--- config.mk ---
export PLATFORM = sky130hd
export DESIGN_NAME = unpacker_8to12
export DESIGN_NICKNAME = d
export VERILOG_FILES = /design/src/rtl/unpacker_8to12.sv
export SDC_FILE = /design/constraint.sdc
export NUM_CORES = 1
export LEC_CHECK = 0
export BUFFER_PORTS_ARGS = -buffer_cell sky130_fd_sc_hd__buf_2
export CAP_MARGIN = 15
export CORE_ASPECT_RATIO = 1.1
export CORE_MARGIN = 3
export CORE_UTILIZATION = 55
export DETAILED_ROUTE_END_ITERATION = 12
export GPL_ROUTABILITY_DRIVEN = 0
export MAX_ROUTING_LAYER = met4
export PLACE_DENSITY = 0.8
export RECOVER_POWER = 50
export SLEW_MARGIN = 30
export SYNTH_ARGS = -nofsm -noshare
export SYNTH_HDL_FRONTEND = slang
export SYNTH_SLANG_ARGS = --single-unit
export TNS_END_PERCENT = 5
--- constraint.sdc ---
create_clock -name clk -period 2.1 [get_ports clk]
set_input_delay 0.105 -clock clk [delete_from_list [all_inputs] [get_ports clk]]
set_output_delay 0.105 -clock clk [all_outputs]
set_load 0.01 [all_outputs]
--- src/rtl/unpacker_8to12.sv ---
// unpacker_8to12: rebuilds 12-bit samples from the 3-bytes-per-2-samples
// stream made by packer_12to8 (byte0=A[11:4], byte1={A[3:0],B[11:8]}, byte2=B[7:0]).
// Latency: a sample is presented 1 cycle after its completing byte is accepted.
// Backpressure: single-entry output register; in_ready = !flush && (!out_valid || out_ready).
//
// Ports:
//   clk, nreset          clock, asynchronous active-low reset
//   flush                synchronous realign to phase 0, drops partial group
//   in_valid/in_ready    byte handshake, in_data is the packed byte
//   out_valid/out_ready  sample handshake, out_data is the recovered sample
//   err, err_count       sawtooth mismatch pulse and saturating count
//
// Build option: define UNPACKER_SAWTOOTH_CHECK_EN to enable the sawtooth
// checker; otherwise err and err_count are tied to zero.

module unpacker_8to12 #(
  parameter int ERRW = 8
) (
  input  logic            clk,
  input  logic            nreset,
  input  logic            flush,
  input  logic            in_valid,
  input  logic [7:0]      in_data,
  output logic            in_ready,
  output logic            out_valid,
  output logic [11:0]     out_data,
  input  logic            out_ready,
  output logic            err,
  output logic [ERRW-1:0] err_count
);

  typedef enum logic [1:0] {
    PH0 = 2'd0,
    PH1 = 2'd1,
    PH2 = 2'd2
  } phase_t;

  phase_t      phase;
  phase_t      phase_next;

  logic [7:0]  hi;         // A[11:4] held from byte0
  logic [3:0]  nib;        // B[11:8] held from byte1

  logic        accept;
  logic        load;
  logic [11:0] load_data;
  logic        pop;

  // ---------------------------------------------------------------------------
  // Phase FSM: state register
  // ---------------------------------------------------------------------------
  always_ff @(posedge clk or negedge nreset) begin
    if (!nreset) begin
      phase <= PH0;
    end else begin
      phase <= phase_next;
    end
  end

  // ---------------------------------------------------------------------------
  // Phase FSM: next state. Only an accepted byte advances the phase;
  // flush always realigns to the start of a group.
  // ---------------------------------------------------------------------------
  always_comb begin
    phase_next = phase;
    if (flush) begin
      phase_next = PH0;
    end else if (accept) begin
      unique case (phase)
        PH0:     phase_next = PH1;
        PH1:     phase_next = PH2;
        PH2:     phase_next = PH0;
        default: phase_next = PH0;
      endcase
    end
  end

  // ---------------------------------------------------------------------------
  // Phase FSM: outputs / datapath controls.
  // in_ready is combinational from out_ready so a pop and a load can share a
  // cycle, giving one byte per cycle while the consumer keeps up.
  // ---------------------------------------------------------------------------
  always_comb begin
    in_ready  = !flush && (!out_valid || out_ready);
    accept    = in_valid && in_ready;
    pop       = out_valid && out_ready;
    load      = 1'b0;
    load_data = 12'h000;
    unique case (phase)
      PH1: begin
        load      = accept;
        load_data = {hi, in_data[7:4]};
      end
      PH2: begin
        load      = accept;
        load_data = {nib, in_data};
      end
      default: begin
        load      = 1'b0;
        load_data = 12'h000;
      end
    endcase
  end

  // ---------------------------------------------------------------------------
  // Partial-group holding registers
  // ---------------------------------------------------------------------------
  always_ff @(posedge clk or negedge nreset) begin
    if (!nreset) begin
      hi  <= 8'h00;
      nib <= 4'h0;
    end else if (flush) begin
      hi  <= 8'h00;
      nib <= 4'h0;
    end else if (accept) begin
      if (phase == PH0) begin
        hi <= in_data;
      end
      if (phase == PH1) begin
        nib <= in_data[3:0];
      end
    end
  end

  // ---------------------------------------------------------------------------
  // Single-entry output register. A load wins over a pop in the same cycle,
  // so out_valid stays high and the new sample replaces the one just taken.
  // ---------------------------------------------------------------------------
  always_ff @(posedge clk or negedge nreset) begin
    if (!nreset) begin
      out_valid <= 1'b0;
      out_data  <= 12'h000;
    end else if (flush) begin
      out_valid <= 1'b0;
    end else if (load) begin
      out_valid <= 1'b1;
      out_data  <= load_data;
    end else if (pop) begin
      out_valid <= 1'b0;
    end
  end

`ifdef UNPACKER_SAWTOOTH_CHECK_EN
  // ---------------------------------------------------------------------------
  // Sawtooth checker. Every loaded sample reseeds prev, so a single bad
  // sample costs one mismatch (plus the one following it if the stream then
  // resumes the original sequence), never a permanent error state.
  // ---------------------------------------------------------------------------
  localparam logic [ERRW-1:0] ERR_ONE = {{(ERRW-1){1'b0}}, 1'b1};
  localparam logic [ERRW-1:0] ERR_MAX = {ERRW{1'b1}};

  logic [11:0] prev;
  logic        seeded;
  logic [11:0] prev_inc;
  logic        mismatch;

  assign prev_inc = prev + 12'd1;   // wraps 0xFFF -> 0x000
  assign mismatch = load && seeded && (load_data != prev_inc);

  always_ff @(posedge clk or negedge nreset) begin
    if (!nreset) begin
      prev      <= 12'h000;
      seeded    <= 1'b0;
      err       <= 1'b0;
      err_count <= '0;
    end else if (flush) begin
      prev   <= 12'h000;
      seeded <= 1'b0;
      err    <= 1'b0;
    end else begin
      // err is registered so it lines up with the rising out_valid of the
      // offending sample.
      err <= mismatch;
      if (load) begin
        prev   <= load_data;
        seeded <= 1'b1;
      end
      if (mismatch && (err_count != ERR_MAX)) begin
        err_count <= err_count + ERR_ONE;
      end
    end
  end
`else
  assign err       = 1'b0;
  assign err_count = '0;
`endif

endmodule
# After elaboration in Yosys (flattened, before gate mapping)
# Index checks and enable logic that the tools add are counted.
dict set report classes {
  muxes 14
  n_bitwise 1
  n_eq_ne 2
  n_reduce_logical 15
}
# operator n
set ops {}
lappend ops {{$mux W8} 3}
lappend ops {{$pmux W12 S2} 1}
lappend ops {{$mux W4} 3}
lappend ops {{$reduce_and A2 Y1} 3}
lappend ops {{$reduce_bool A2 Y1} 3}
lappend ops {{$mux W1} 4}
lappend ops {{$mux W2} 2}
lappend ops {{$pmux W2 S2} 1}
lappend ops {{$logic_and A1 B1 Y1} 3}
lappend ops {{$reduce_bool A3 Y1} 1}
lappend ops {{$eq A2 B1 Y1 const B} 1}
lappend ops {{$eq A2 B2 Y1 const B} 1}
lappend ops {{$logic_not A1 Y1} 2}
lappend ops {{$logic_not A2 Y1} 1}
lappend ops {{$reduce_or A2 Y1} 1}
lappend ops {{$logic_or A1 B1 Y1} 1}
lappend ops {{$not A1 Y1} 1}
dict set report totals {
  ff_bits 27
  elab_cells 37
}

# Logic depth before layout (Yosys ltp)
dict set report logic_depth {
  ltp_word 7
  mapped_depth 5
  ltp_nobuf 5
}

# Worst setup path after synthesis
# Ideal clock, no wire load.
dict set report synth_timing {
  kind {register -> register}
  from {register phase[0]}
  to {register out_data[10]}
  period_less_slack_ns 1.368
  path_slack_ns 0.732
  arrival_time_ns 1.243
  stages_incl_launch_ff 6
  cell_sequence {dfrtp_1 > inv_1 > ha_1 > nand3_4 > buf_6 > mux2_4}
}
dict set report synth_via {
  elab_chain_cells 4
  word_cells_on_any_way 6
  cone_classes {eq/ne (2); mux (2); reduce/logical (2)}
}
# element line
set synth_rtl {}
lappend synth_rtl {{start: declaration} 38} ;# phase_t phase;
lappend synth_rtl {{start signal: assignment} 56} ;# phase <= phase_next;
lappend synth_rtl {{$eq A2 B1 Y1 / $eq A2 B2 Y1 (equally long branches)} 89} ;# unique case (phase)
lappend synth_rtl {{$reduce_or A2 Y1 (no line)} -}
lappend synth_rtl {{$mux W1} 89}
lappend synth_rtl {{$reduce_and A2 Y1 (no line)} -}
lappend synth_rtl {{end signal: assignment} 137} ;# out_data <= load_data;
lappend synth_rtl {{end: declaration} 26} ;# output logic [11:0] out_data,
# Several ways; a longest one is shown, not always the timed one.
# A chain may end at the register's enable or synchronous reset.

# Worst setup path after layout
dict set report layout_timing {
  from {register phase[1]}
  to {register nib[1]}
}
dict set report layout_via {
  elab_chain_cells 3
}
# element line
set layout_rtl {}
lappend layout_rtl {{$eq A2 B1 Y1} 119} ;# if (phase == PH1) begin
lappend layout_rtl {{$reduce_bool A2 Y1 (no line)} -}
lappend layout_rtl {{$reduce_and A2 Y1 (no line)} -}
lappend layout_rtl {{end signal: assignment} 120} ;# nib <= in_data[3:0];
lappend layout_rtl {{end: declaration} 42} ;# logic [3:0] nib;
# No other way between the ends.

==> results.json <==
{
  "ir_drop_v": 0.000482,
  "tns_ns": 0,
  "path_clk_slew_ns": 0.15,
  "path_class": "flop to flop",
  "drt-vias-per-instance": 5.70,
  "grt_util_met1": 0.248,
  "busiest_layer": "met2",
  "start_util": 0.595,
  "antenna_found_initial": 0,
  "report.final.slew_viol_count": 0,
  "grt_pass1_vias": 1050,
  "syn2layout_area_growth_pct": 9.34,
  "io_pins": 36,
  "rsz0062_at_grt": "false",
  "drive_gt1_frac": 0.254,
  "end_kind": "flop",
  "finish.utilization": 0.650,
  "wl_per_cell_microns": 15.8,
  "cap_violations": 0,
  "post_cts_resized": 0,
  "holdWs_ns": 0.0377,
  "fillers": 189,
  "required_ns": 2.31,
  "netlist_instances": 117,
  "grt_use_met3": 0.0304,
  "maxSlewHeadroom": 0.0606,
  "run_status": "complete, no violations",
  "clkLatencyLatePin_ns": 0.32,
  "grt_usage": 0.198,
  "postCtsSetupRepairBufs": 0,
  "power_density_nw_per_um2": 690,
  "wl_microns": 2710,
  "hpwl_microns": 1930,
  "hold_buffers": 1,
  "tightest_slew_ns": 1.41,
  "num_rows": 18,
  "clockRootBuffer": "clkbuf_4",
  "crit_path_start_kind": "flop",
  "ys_seq_elements": 27,
  "syn_area_sq_um": 1380,
  "finalHoldViolations": 0,
  "coreArea_sq_um": 2320,
  "period_share": 0.778,
  "ant_nets": 0,
  "cp_max_fo": 13,
  "drt_iter0_drc": 28,
  "cts_tree": "built",
  "clock.fmax_mhz": 612,
  "final_common_cell": "dfrtp_1",
  "yosys.cell_types.count": 22,
  "hold_class": "input pin to flop",
  "numCtsBuffers": 3,
  "numClockSinks": 27,
  "grt_max_degree": 28,
  "yosysWarnings": 0,
  "clock_path_buffers": 2,
  "leakage_nw": 0.818,
  "grt_pass1_wl_microns": 4500,
  "vias": 981,
  "gr-total-overflow": 0,
  "post-route-drc-count": 0,
  "final_cell_mix": "dfrtp_1 (27), buf_2 (18), inv_1 (13)",
  "use_met2": 0.306,
  "fp.dieW_microns": 53.8,
  "setup_violations": 0,
  "port_buffers": 26,
  "h-tree-depth": 1,
  "dr.pass1.iters": 4,
  "syn_avg_cell_area_sq_um": 11.8,
  "die_h_microns": 58.5,
  "die_area_sq_um": 3150,
  "cp.arrival_ns": 1.84,
  "fin_skew_ns": 0.0103,
  "diodes": 0,
  "period_needed_ns": 1.63,
  "nNetsFinal": 159,
  "ys_seq_area_frac": 0.490
}
## registers in the layout (all words and copies together), names as in the netlist
register / flops
hi: 8
nib: 4
out_data: 12
out_valid: 1
phase: 2
## metrics by stage
step	std cells	total power, mW	instance area (sq um)	setup slack, ns
2_1_floorplan	125	0.760	1410	0.732
3_3_place_gp	167	0.824	1480	0.605
3_5_place_dp	167	0.833	1480	0.512
4_1_cts	172	1.06	1520	0.487
5_1_grt	172	1.10	1510	0.338
6_report	172	1.04	1510	0.465
## final timing paths
| path | depth (start not counted) | slack (ns) | start | endpoint |
|---|---|---|---|---|
| min | 3 | 0.04 | in_data[2] | nib[2] |
| min reg2reg | 1 | 0.53 | out_data[3] | out_data[3] |
| max in group asynchronous | 2 | 0.66 | nreset | nib[1] |
| max | 4 | 0.47 | phase[1] | nib[1] |
| min in group asynchronous | 2 | 0.61 | nreset | hi[5] |
| max reg2reg | 4 | 0.47 | phase[1] | nib[1] |
## layer usage
| layer | share of wire | vias to the layer above |
|---|---|---|
| li1 | - | 449 |
| met1 | 0.42 | 489 |
| met2 | 0.50 | 39 |
| met3 | 0.065 | 4 |
| met4 | 0.011 | 0 |
| met5 | 0 | - |
## report_power, final
part	total [mW]	switching (mW)	internal, mW
Clock	0.223	0.152	0.0713
Combinational	0.220	0.124	0.0963
Sequential	0.598	0.0268	0.572
## cell usage after synthesis
cell type	number	area share
buf_6	1	0.0082
mux2i_1	4	0.029
and2b_1	1	0.0054
mux2_2	3	0.024
mux2_4	9	0.098
buf_4	9	0.049
clkbuf_2	1	0.0036
a22o_1	12	0.076
o21ai_0	12	0.044
nor2_1	1	0.0027
ha_1	3	0.027
nand2b_1	1	0.0045
conb_1	1	0.0027
clkbuf_1	2	0.0054
nor2b_4	1	0.010
o311ai_0	8	0.051
nand3_4	1	0.013
inv_1	13	0.035
buf_2	1	0.0036
dfrtp_1	27	0.49
nand3_1	2	0.0073
nand2_1	4	0.011
## critical path, cell delays in order (launching register included)
cell	delay, ns
dfrtp_1	0.41
inv_1	0.10
ha_1	0.46
nand3_1	0.35
mux2i_1	0.20
## final cells by class
cell class | instances | area [sq um] | area share
Sequential cell | 27 | 676 | 0.448
Clock inverter | 1 | 5.00 | 0.00332
Multi-Input combinational cell | 71 | 589 | 0.391
Inverter | 13 | 48.8 | 0.0323
Clock buffer | 3 | 22.5 | 0.0149
Tap cell | 30 | 37.5 | 0.0249
Timing Repair Buffer | 27 | 130 | 0.0862
## cell families after synthesis
kind of cell / after synthesis / share of synthesized area
AO/OA/AOI/OAI: 32 / 0.170
adder cells (fa/ha/maj): 3 / 0.0272
buffers and inverters: 27 / 0.105
flip-flops: 27 / 0.490
multiplexers: 16 / 0.151
other: 1 / 0.00272
AND/OR/NAND/NOR: 11 / 0.0535
Note: power is estimated with default switching activity, not from simulation.
